===== src/rtl/io_arbiter.sv =====
// PDP-8/e peripheral concentrator: IOT decode, irq synchroniser, round-robin data-break arbiter.
// IOT result 1 clk after strobe, irq 3 clk after level change; no backpressure, grant held until brk_done.
module io_arbiter #(
    parameter int NCHAN   = 4,
    parameter int BRK_MAX = 4
) (
    input  logic                  clk,
    input  logic                  resetn,
    input  logic [11:0]           instruction,
    input  logic                  iot_strobe,
    input  logic [6*NCHAN-1:0]    dev_code,
    input  logic [12*NCHAN-1:0]   dev_bus,
    input  logic [NCHAN-1:0]      dev_skip,
    input  logic [NCHAN-1:0]      dev_irq,
    input  logic [NCHAN-1:0]      dev_brk_req,
    input  logic                  cycle_boundary,
    input  logic                  brk_done,
    output logic [11:0]           in_bus,
    output logic                  skip,
    output logic [NCHAN-1:0]      dev_sel,
    output logic                  irq,
    output logic [NCHAN-1:0]      brk_grant,
    output logic                  break_in_prog,
    output logic                  collision
);

    localparam int IW = (NCHAN > 1) ? $clog2(NCHAN) : 1;

    typedef enum logic {IDLE, BREAK} state_t;

    logic             is_iot;
    logic [NCHAN-1:0] match;
    logic [IW-1:0]    win;
    logic             multi;

    logic [NCHAN-1:0] irq_s1;
    logic [NCHAN-1:0] irq_s2;

    state_t           state;
    logic [IW-1:0]    ptr;
    logic [IW-1:0]    gnt_idx;
    logic [IW-1:0]    gnt_next;
    logic [3:0]       burst;
    logic             found;
    logic [IW-1:0]    pick;

    assign is_iot = iot_strobe && (instruction[11:9] == 3'b110);

    // Descending scan so the lowest matching channel is the one left in win.
    always_comb begin
        match = '0;
        win   = '0;
        for (int k = NCHAN - 1; k >= 0; k--) begin
            if (dev_code[6*k +: 6] == instruction[8:3]) begin
                match[k] = 1'b1;
                win      = IW'(k);
            end
        end
    end

    assign multi = |(match & (match - NCHAN'(1)));

    always_ff @(posedge clk or negedge resetn) begin
        if (!resetn) begin
            dev_sel   <= '0;
            in_bus    <= '0;
            skip      <= 1'b0;
            collision <= 1'b0;
        end else if (iot_strobe) begin
            if (is_iot && (|match)) begin
                dev_sel <= NCHAN'(1) << win;
                in_bus  <= dev_bus[12*win +: 12];
                skip    <= dev_skip[win];
                if (multi)
                    collision <= 1'b1;
            end else begin
                dev_sel <= '0;
                in_bus  <= '0;
                skip    <= 1'b0;
            end
        end
    end

    always_ff @(posedge clk or negedge resetn) begin
        if (!resetn) begin
            irq_s1 <= '0;
            irq_s2 <= '0;
            irq    <= 1'b0;
        end else begin
            irq_s1 <= dev_irq;
            irq_s2 <= irq_s1;
            irq    <= |irq_s2;
        end
    end

    // Rotating search starting at ptr, wrapping past the last channel.
    always_comb begin
        found = 1'b0;
        pick  = ptr;
        for (int i = 0; i < NCHAN; i++) begin
            int          j;
            logic [IW-1:0] jj;
            j = int'(ptr) + i;
            if (j >= NCHAN)
                j = j - NCHAN;
            jj = IW'(j);
            if (!found && dev_brk_req[jj]) begin
                found = 1'b1;
                pick  = jj;
            end
        end
    end

    assign gnt_next = (gnt_idx == IW'(NCHAN - 1)) ? '0 : gnt_idx + IW'(1);

    always_ff @(posedge clk or negedge resetn) begin
        if (!resetn) begin
            state         <= IDLE;
            ptr           <= '0;
            gnt_idx       <= '0;
            burst         <= '0;
            brk_grant     <= '0;
            break_in_prog <= 1'b0;
        end else begin
            case (state)
                IDLE: begin
                    if (cycle_boundary && found) begin
                        state         <= BREAK;
                        gnt_idx       <= pick;
                        brk_grant     <= NCHAN'(1) << pick;
                        break_in_prog <= 1'b1;
                        burst         <= 4'd1;
                    end
                end
                BREAK: begin
                    if (brk_done) begin
                        if (dev_brk_req[gnt_idx] && (burst < 4'(BRK_MAX))) begin
                            burst <= burst + 4'd1;
                        end else begin
                            state         <= IDLE;
                            brk_grant     <= '0;
                            break_in_prog <= 1'b0;
                            ptr           <= gnt_next;
                        end
                    end
                end
                default: state <= IDLE;
            endcase
        end
    end

endmodule


===== config.mk =====
export PLATFORM = sky130hd
export DESIGN_NAME = io_arbiter
export DESIGN_NICKNAME = d
export VERILOG_FILES = /design/src/rtl/io_arbiter.sv
export SDC_FILE = /design/constraint.sdc
export NUM_CORES = 1
export LEC_CHECK = 0
export CAP_MARGIN = 20
export CORE_ASPECT_RATIO = 1.2
export CORE_MARGIN = 3
export CORE_UTILIZATION = 41
export CTS_BUF_LIST = sky130_fd_sc_hd__clkbuf_8
export CTS_CLUSTER_SIZE = 8
export DETAILED_ROUTE_END_ITERATION = 10
export GPL_TIMING_DRIVEN = 0
export PLACE_DENSITY = 0.89
export SLEW_MARGIN = 20
export SYNTH_ARGS = -nofsm -noshare
export SYNTH_HDL_FRONTEND = slang
export SYNTH_SLANG_ARGS = --single-unit

===== constraint.sdc =====
create_clock -name clk -period 2.3 [get_ports clk]
set_clock_uncertainty 0.2 [all_clocks]
set_input_delay 0.69 -clock clk [delete_from_list [all_inputs] [get_ports clk]]
set_output_delay 0.69 -clock clk [all_outputs]
set_load 0.005 [all_outputs]

* Word level (Yosys, flattened, before mapping)
Cells that the tools add are included.
Storage, ports and cells: register bits after elaboration 41, bits of input ports 101, output and inout bits 24, logic and storage cells 121
Operators by class: add/subtract/negate cells 10, multiply operators 1, $lt $le $gt $ge 11, eq/ne operators 10, shift operators 3, multiplexer cells 52, bitwise gates (word level) 3, reductions and logical operators 18
Operators by type and width (count):
- $shiftx A48 B7 Y12 | 1
- $mux W4 | 7
- $mux W2 | 13
- $eq A6 B6 Y1 | 4
- $mux W1 | 21
- $lt A2 B3 Y1 const B | 6
- $pmux W4 S2 | 2
- $bmux W1 S2 | 6
- $mux W12 | 1
- $reduce_and A3 Y1 | 4
- $reduce_or A4 Y1 | 3
- $ge A3 B3 Y1 const B | 3
- $shl A1 B2 Y4 const A | 2
- $sub A2 B1 Y2 const B | 4
- $logic_and A1 B1 Y1 | 7
- $add A2 B2 Y3 const B | 2
- $ne A2 B2 Y1 const B | 3
- $add A4 B1 Y4 const B | 1
- $and A4 B4 Y4 | 1
- $lt A4 B3 Y1 const B | 1
- $mul A2 B2 Y4 const A | 1
- $pmux W1 S2 | 2
- $sub A4 B1 Y4 const B | 1
- $add A2 B1 Y3 const B | 1
- 8 further kinds | 11

* Longest topological paths before layout
Gate-level depths: netlist of the first run.
word-level depth 17, gate-level depth with buffers 7, mapped depth without buffers 5

* Least setup slack after synthesis of the first run
Ideal clock, no wire load.
kind input port to flip-flop, from input port instruction[5], to register in_bus[4], library setup time 0.095 ns, data arrival time 1.857 ns, required time 2.005 ns, path slack 0.148 ns, cell stages on the path 7, buffers on the path 2, path through xor2_1 nor4_2 and2_1 buf_6 buf_12 a221oi_2 o31ai_1
On the way: word-level cells in the longest chain between the ends 8, elaborated cells between the ends (all ways) 17, classes of those cells mul (1); eq/ne (4); shift (1); mux (9); reduce/logical (2)
Ends and longest elaborated chain:
- start, declared | line 9 | input logic [11:0] instruction,
- $eq A6 B6 Y1 | line 54 | if (dev_code[6*k +: 6] == instruction[8:3]) begin
- $mux W2 (4 in a row) | line 54
- $mul A2 B2 Y4 | line 72 | in_bus <= dev_bus[12*win +: 12];
- $shiftx A48 B7 Y12 | line 72
- $mux W12 * | line 70 | if (is_iot && (|match)) begin
- end signal, assigned | line 72
- end, declared | line 18 | output logic [11:0] in_bus,
Every way passes the cells marked *; elsewhere a longest branch is shown, timed or not. A chain may end at the register's enable or synchronous reset.

* Worst setup path after layout of the first run
from input port dev_code[1], to register in_bus[1]
On the way: word-level cells in the longest chain between the ends 5, elaborated cells between the ends (all ways) 8, classes of those cells mul (1); eq/ne (1); shift (1); mux (3); reduce/logical (2)
Ends and longest elaborated chain:
- start, declared | line 11 | input logic [6*NCHAN-1:0] dev_code,
- $eq A6 B6 Y1 * | line 54
- $mux W2 / $mux W1 (equally long branches) | line 54
- $mul A2 B2 Y4 / $reduce_or A4 Y1 (equally long branches) | line 72, 70
- $shiftx A48 B7 Y12 / $logic_and A1 B1 Y1 (equally long branches) | line 72, 70
- $mux W12 * | line 70
Marks and branches as above.

==> results.md, run 1 <==
* M3 GR Usage at 6.86%
* CTS tree: built
* Seq pwr share at 41.4%
* Req. time, crit path at 2.29 ns
* Top_reg_cell synth: dfrtp_1
* Failing checks: setup timing
* RSZ-0062 raised after global routing: yes
* Starting Density at 43.6%
* Synth cell types at 53
* Post-Syn Area at 0.00237 mm^2
* Pint at 0.00151 W
* ANT cells at 0
* Core ar. at 0.00544 mm^2
* Post-DP HPWL at 5510 um
* Gr ovfl total at 0
* Post-route insts no fill at 438
* Global-route track usage on met2 at 42.9%
* Final wirelength at 7980 um
* Syn_nets at 329
* Final hold violation count at 0
* Chip height at 89.3 um
* Synth warn at 0
* NumNets Final at 478
* Port Buffers at 121
* DRT Pass-1 Iters at 4
* Final TNS setup at -0.119 ns
* Top Usage Layer GRT: met2
* Rows at 29
* Worst min path class: in2async
* Worst IR Drop VDD at 0.304 mV
* RD Place Congestion at 0.873
* Multi-input logic area at 0.00147 mm^2
* # fillers at 351
* CTS H-tree depth at 2
* Slew of the pin with the lowest slew margin at 0.452 ns
* Antenna violations before repair at 0
* Final worst path period share at 103%
* Register area share after synthesis at 43.2%
* Die footprint at 0.00674 mm^2
* Clock Pin Slew Worst Setup and Hold Paths at 0.10 ns
* CP startpoint kind: primary input
* Clock network power share at 22.5%
* Layout cells sized above 1 at 23.1%
* #FFs+latches synth at 41
* Iter 0 DRT Violations at 77
* Hold_ws at 0.117 ns
* Clock period minus worst slack at 2.37 ns
* Synthesized instance count at 226
* PnR worst setup slack at -0.0667 ns
* GRT Overall Usage at 22.8%
* Critical path endpoint category: register
* CTS Root Buffer Type: clkbuf_8
* Pre-CTS setup slack at -0.691 ns
* Post-Syn Area per Cell at 10.5 um^2
* MaxCap Viol Count at 0
* IO Count at 125
* CTS Sinks at 41
* Outcome: finished, violations left
* LEAKAGE at 1.76 nW
* Slew headroom at 69.9%
* Via count at 2,509
* Max clock buf depth at 2
* Die width at 75.5 um
* Comb pwr share at 36.1%
* F_max at 0.423 GHz
* Dpl cells at 410
* Max Slew Vio Count at 0
* Vias in the first global route at 2,494
* Largest net degree at the start of global routing at 25
* Worst EP arrival at 2.36 ns
* Global-route wire length before repair at 11,600 um
* Clock Latency Late Sink at 0.30 ns
* Seq. cell area at 0.00103 mm^2
* WL per Instance at 18.2 um
* DRC at 0
* Proportion of synthesized flip-flops having asynchronous set or reset at 100%
* TritonCTS Buffers at 5
* Met1 Use GR at 23.6%
* Sw Pwr at 0.000749 W
* Final setup viols at 3
* Number of synthesized flops with an enable pin at 0
* DR vias/cell at 5.73
* PwrDens at 536 mW/mm^2
* Post-route ant nets at 0
* Kind of critical path: in2reg
* Crit-path max FO at 10
* Switching Fraction at 33.2%
* Area Overhead vs Synth at 77.4%
worst paths after layout:
path	start	endpoint	slack [ns]	cells past startpoint
hold / removal	resetn	in_bus[4]$_DFFE_PN0P_	0.12	1
setup reg to reg	gnt_idx[0]$_DFFE_PN0P_	ptr[0]$_DFFE_PN0P_	0.63	3
max in group asynchronous	resetn	burst[2]$_DFFE_PN0P_	1.29	2
min in group clk	irq_s1[3]$_DFF_PN0_	irq_s2[3]$_DFF_PN0_	0.16	0
setup / recovery	dev_code[1]	in_bus[1]$_DFFE_PN0P_	-0.07	8
hold reg to reg	irq_s1[3]$_DFF_PN0_	irq_s2[3]$_DFF_PN0_	0.16	0
routing by layer:
layer  part of all wire (%)  vias up
met5                      0        -
met4                    2.6        0
met3                    7.9       22
met2                     55      138
met1                     35     1198
li1                       -     1151
per-stage QoR:
stage / area, um^2 / utilization [%] / power [W]
2_1_floorplan: 2370 / - / 0.00128
3_3_place_gp: 3660 / 67.3 / 0.00162
3_5_place_dp: 3680 / 67.7 / 0.00166
4_1_cts: 4020 / 73.9 / 0.00223
5_1_grt: 4210 / 77.4 / 0.00239
6_report: 4210 / 77.4 / 0.00226
cell families after synthesis:
family                     Yosys count  share of synthesized area (%)
xor gates and xnor gates            25                           9.23
AOI/OAI and AO/OA                   70                           25.3
muxes                                3                           1.32
adders and majority gates            2                           1.05
DFF                                 41                           43.2
buffers and inverters               19                           6.06
and+or+nand+nor                     66                           13.9
cell usage after synthesis (3+ instances only):
| cell | number | area (um^2) |
|---|---|---|
| a22oi_1 | 5 | 37.5 |
| a221oi_2 | 5 | 75.1 |
| xor2_1 | 13 | 114 |
| dfrtp_1 | 41 | 1030 |
| a221oi_1 | 4 | 35.0 |
| nand3_1 | 3 | 15.0 |
| o21ai_0 | 10 | 50.1 |
| clkbuf_8 | 3 | 41.3 |
| nor2b_1 | 4 | 25.0 |
| inv_1 | 9 | 33.8 |
| xnor2_1 | 12 | 105 |
| nor2_1 | 18 | 67.6 |
| o31ai_1 | 10 | 75.1 |
| a21oi_1 | 3 | 15.0 |
| nand4_1 | 3 | 18.8 |
| and2_1 | 8 | 50.1 |
| nand2_1 | 19 | 71.3 |
| a32oi_1 | 11 | 96.3 |
layout make-up:
class                      count  share of cell area [%]
buffer                        10                    2.79
clock buffer                   5                    1.63
clock inverter                 3                   0.594
inverter                       9                   0.802
multi-input combinational    167                    34.8
sequential                    41                    24.4
tap                           62                    1.84
timing repair buffer         141                    33.2
power groups by stage:
stage / combinational [W] / sequential [W] / clock [W]
2_1_floorplan: 0.000348 / 0.000932 / 0
3_3_place_gp: 0.000682 / 0.000942 / 0
3_5_place_dp: 0.000713 / 0.000950 / 0
4_1_cts: 0.000780 / 0.000936 / 0.000514
5_1_grt: 0.000891 / 0.000950 / 0.000548
6_report: 0.000816 / 0.000934 / 0.000508
registers in the layout, indices dropped and copies added, names as in the netlist:
name and count:
in_bus 12, brk_grant 4, burst 4, dev_sel 4, irq_s1 4, irq_s2 4, gnt_idx 2, ptr 2
break_in_prog 1, collision 1, irq 1, skip 1, state 1
placed cells by master, fill, tap and decap left out, types with 7 or more instances in the layout:
cell type	synthesis	final
clkdlybuf4s50_1	0	95
dfrtp_1	41	41
buf_4	1	17
nand2_1	19	16
nor2_1	18	16
a32oi_1	11	11
dlymetal6s2s_1	0	10
dlygate4sd2_1	0	10
inv_1	9	9
xnor2_1	12	9
xor2_1	13	9
a221oi_2	5	9
and2_1	8	8
o21ai_0	10	8
clkbuf_8	3	7
worst max-delay path: stages:
cell and delay [ns]:
clkdlybuf4s50_1 0.47, xor2_1 0.22, nor2_2 0.12, and2_1 0.20
buf_6 0.14, buf_8 0.13, a32oi_1 0.27, o31ai_2 0.11
what timing repair did:
item	CTS	global route
setup buffers	10	9
pin swaps	19	29
gates resized for setup	52	40
cloned	1	1
hold buffers	0	0
setup endpoints to repair	29	22
Note: power is estimated with default switching activity, not from simulation.
==> run 2: changes to the inputs <==
- PLACE_DENSITY: 0.89 -> unset
- PLACE_DENSITY_LB_ADDON: unset -> 0.25
==> run 2 against run 1 <==
The run still ends with setup timing left. Register-to-register slack about the same. Core utilization grew 0.51 points. Non-clock buffer count rose by 2. Maximum frequency rose by 0.68%. Routed wire length shrank 0.93%. Highest routed layer unchanged. Combinational power shrank 2%.
==> results.md, run 2 (synthesized netlist as in run 1, its figures left out) <==
* ANT cells at 0 (unchanged)
* Post-DP HPWL at 5430 um (was 5510 um)
* DRT Pass-1 Iters at 5 (was 4)
* CTS Sinks at 41 (unchanged)
* Die footprint at 0.00674 mm^2 (unchanged)
* PnR worst setup slack at -0.0509 ns (was -0.0667 ns)
* CTS tree: built (unchanged)
* Largest register by flop count: in_bus (unchanged)
* CP Cell Sequence: clkdlybuf4s50_1 > xnor2_1 > nand2_2 > or2_1 > o311a_1 > o31ai_1 (was clkdlybuf4s50_1 > xor2_1 > nor2_2 > and2_1 > buf_6 > buf_8 > a32oi_1 > o31ai_2)
* Post-route ant nets at 0 (unchanged)
* Bufs and invs on worst path at 1 (was 3)
* Worst IR Drop VDD at 0.355 mV (was 0.304 mV)
* Kind of critical path: in2reg (unchanged)
* Failing checks: setup timing (unchanged)
* Critical path endpoint category: register (unchanged)
* Final wirelength at 7910 um (was 7980 um)
* Antenna violations before repair at 0 (unchanged)
* RD Place Congestion at 0.796 (was 0.873)
* Max incr delay on CP at 0.43 ns (was 0.47 ns)
* Slowest CP cell: clkdlybuf4s50_1 (unchanged)
* Crit-path max FO at 4 (was 10)
* Clock network power share at 28.3% (was 22.5%)
* NumNets Final at 479 (was 478)
* Final hold violation count at 0 (unchanged)
* GRT Overall Usage at 22.2% (was 22.8%)
* Seq pwr share at 38.6% (was 41.4%)
* WL per Instance at 18.0 um (was 18.2 um)
* Hold_buf cts at 0 (unchanged)
* Outcome: finished, violations left (unchanged)
* Most frequent cells in the layout: clkdlybuf4s50_1, dfrtp_1, buf_4, nand2_1, nor2_1 (unchanged)
* IO Count at 125 (unchanged)
* Rows at 29 (unchanged)
* Iter 0 DRT Violations at 98 (was 77)
* Delay-heaviest family, CP: compound AO/OA/AOI/OAI gates (was buffers and inverters)
* Hold_ws at 0.113 ns (was 0.117 ns)
* Core ar. at 0.00544 mm^2 (unchanged)
* Vias in the first global route at 2,389 (was 2,494)
* Port Buffers at 121 (unchanged)
* Comb pwr share at 33.1% (was 36.1%)
* Max Slew Vio Count at 0 (unchanged)
* F_max at 0.425 GHz (was 0.423 GHz)
* R2R depth at 4 (was 3)
* MaxCap Viol Count at 0 (unchanged)
* Final setup viols at 4 (was 3)
* Global-route wire length before repair at 11,300 um (was 11,600 um)
* DR vias/cell at 5.55 (was 5.73)
* Largest net degree at the start of global routing at 28 (was 25)
* Starting Density at 43.6% (unchanged)
* Switching Fraction at 29.4% (was 33.2%)
* Layout cells sized above 1 at 22.3% (was 23.1%)
* Slew of the pin with the lowest slew margin at 0.523 ns (was 0.452 ns)
* R2R Path End: ptr[0]$_DFFE_PN0P_ (unchanged)
* Pint at 0.00171 W (was 0.00151 W)
* PwrDens at 571 mW/mm^2 (was 536 mW/mm^2)
* Reg2Reg Setup Slack at 0.64 ns (was 0.63 ns)
* Clock Latency Late Sink at 0.29 ns (was 0.30 ns)
* Max reg flops at 12 (unchanged)
* Slew headroom at 64.7% (was 69.9%)
* Req. time, crit path at 2.31 ns (was 2.29 ns)
* RSZ-0062 raised after global routing: yes (unchanged)
* Via count at 2,438 (was 2,509)
* CTS H-tree depth at 2 (unchanged)
* Die width at 75.5 um (unchanged)
* Worst EP arrival at 2.36 ns (about the same)
* DRC at 0 (unchanged)
* Area Overhead vs Synth at 78.6% (was 77.4%)
* WP depth at 6 (was 8)
* RR Startpoint: gnt_idx[0]$_DFFE_PN0P_ (unchanged)
* TritonCTS Buffers at 5 (unchanged)
* Clock period minus worst slack at 2.35 ns (was 2.37 ns)
* Sw Pwr at 0.000711 W (was 0.000749 W)
* Clock Pin Slew Worst Setup and Hold Paths at 0.08 ns (was 0.10 ns)
* CTS Root Buffer Type: clkbuf_8 (unchanged)
* Worst min path class: in2async (unchanged)
* LEAKAGE at 1.78 nW (was 1.76 nW)
* Commonest non-fill, non-tap cell in the layout: clkdlybuf4s50_1 (unchanged)
* CP startpoint kind: primary input (unchanged)
* Pre-CTS setup slack at -0.684 ns (was -0.691 ns)
* Chip height at 89.3 um (unchanged)
* Gr ovfl total at 0 (unchanged)
* Final worst path period share at 102% (was 103%)
* Max clock buf depth at 2 (unchanged)
[run 2: how the worst max path moves through the flow]
stage	from	endpoint	slack, ns
floorplan	instruction[5]	in_bus[4]$_DFFE_PN0P_	0.15
global placement	resetn	in_bus[11]$_DFFE_PN0P_	-0.70
detailed placement	dev_brk_req[0]	brk_grant[2]$_DFFE_PN0P_	-0.68
CTS	dev_code[12]	skip$_DFFE_PN0P_	-0.008
global route	dev_code[8]	collision$_DFFE_PN0P_	-0.10
finish	dev_code[8]	collision$_DFFE_PN0P_	-0.05
[run 2: through the flow]
stage	util [%]	setup TNS [ns]	cell area, um^2	power, W	instances
6_report	77.9	-0.0831	4240	0.00242	439
5_1_grt	77.9	-0.208	4240	0.00256	439
4_1_cts	74.4	-0.00777	4050	0.00239	432
3_5_place_dp	67.6	-17.29	3680	0.00165	410
3_3_place_gp	67.3	-45.12	3660	0.00163	409
2_1_floorplan	-	0	2370	0.00128	226
[run 2: per-layer routing]
layer	global-route usage, %	routed length (um)	vias to the layer above
li1	-	-	1146
met1	24.4	2780	1169
met2	39.8	4450	115
met3	6.41	544	8
met4	8.27	133	0
met5	0	0	-
[run 2: repair_timing]
item	4_1_cts	5_1_grt
setup buffers	14	6
gates resized for setup	50	43
cloned	1	1
pin swaps	15	24
setup endpoints to repair	30	22
[run 2: layout make-up]
type,instances,area (um^2)
clock inverter,3,65.1
fill,349,1200
inverter,9,33.8
buffer,10,114
multi-input combinational,166,1430
tap,62,77.6
clock buffer,5,68.8
sequential,41,1030
timing repair buffer,143,1420
[run 2: power groups by stage]
stage                     logic, W  clock network (W)  registers [W]
after global placement    0.000683                  0       0.000943
after global routing      0.000883           0.000725       0.000954
after CTS                 0.000765           0.000688       0.000935
final                     0.000801           0.000686       0.000936
after detailed placement  0.000705                  0       0.000950
after floorplan           0.000348                  0       0.000932
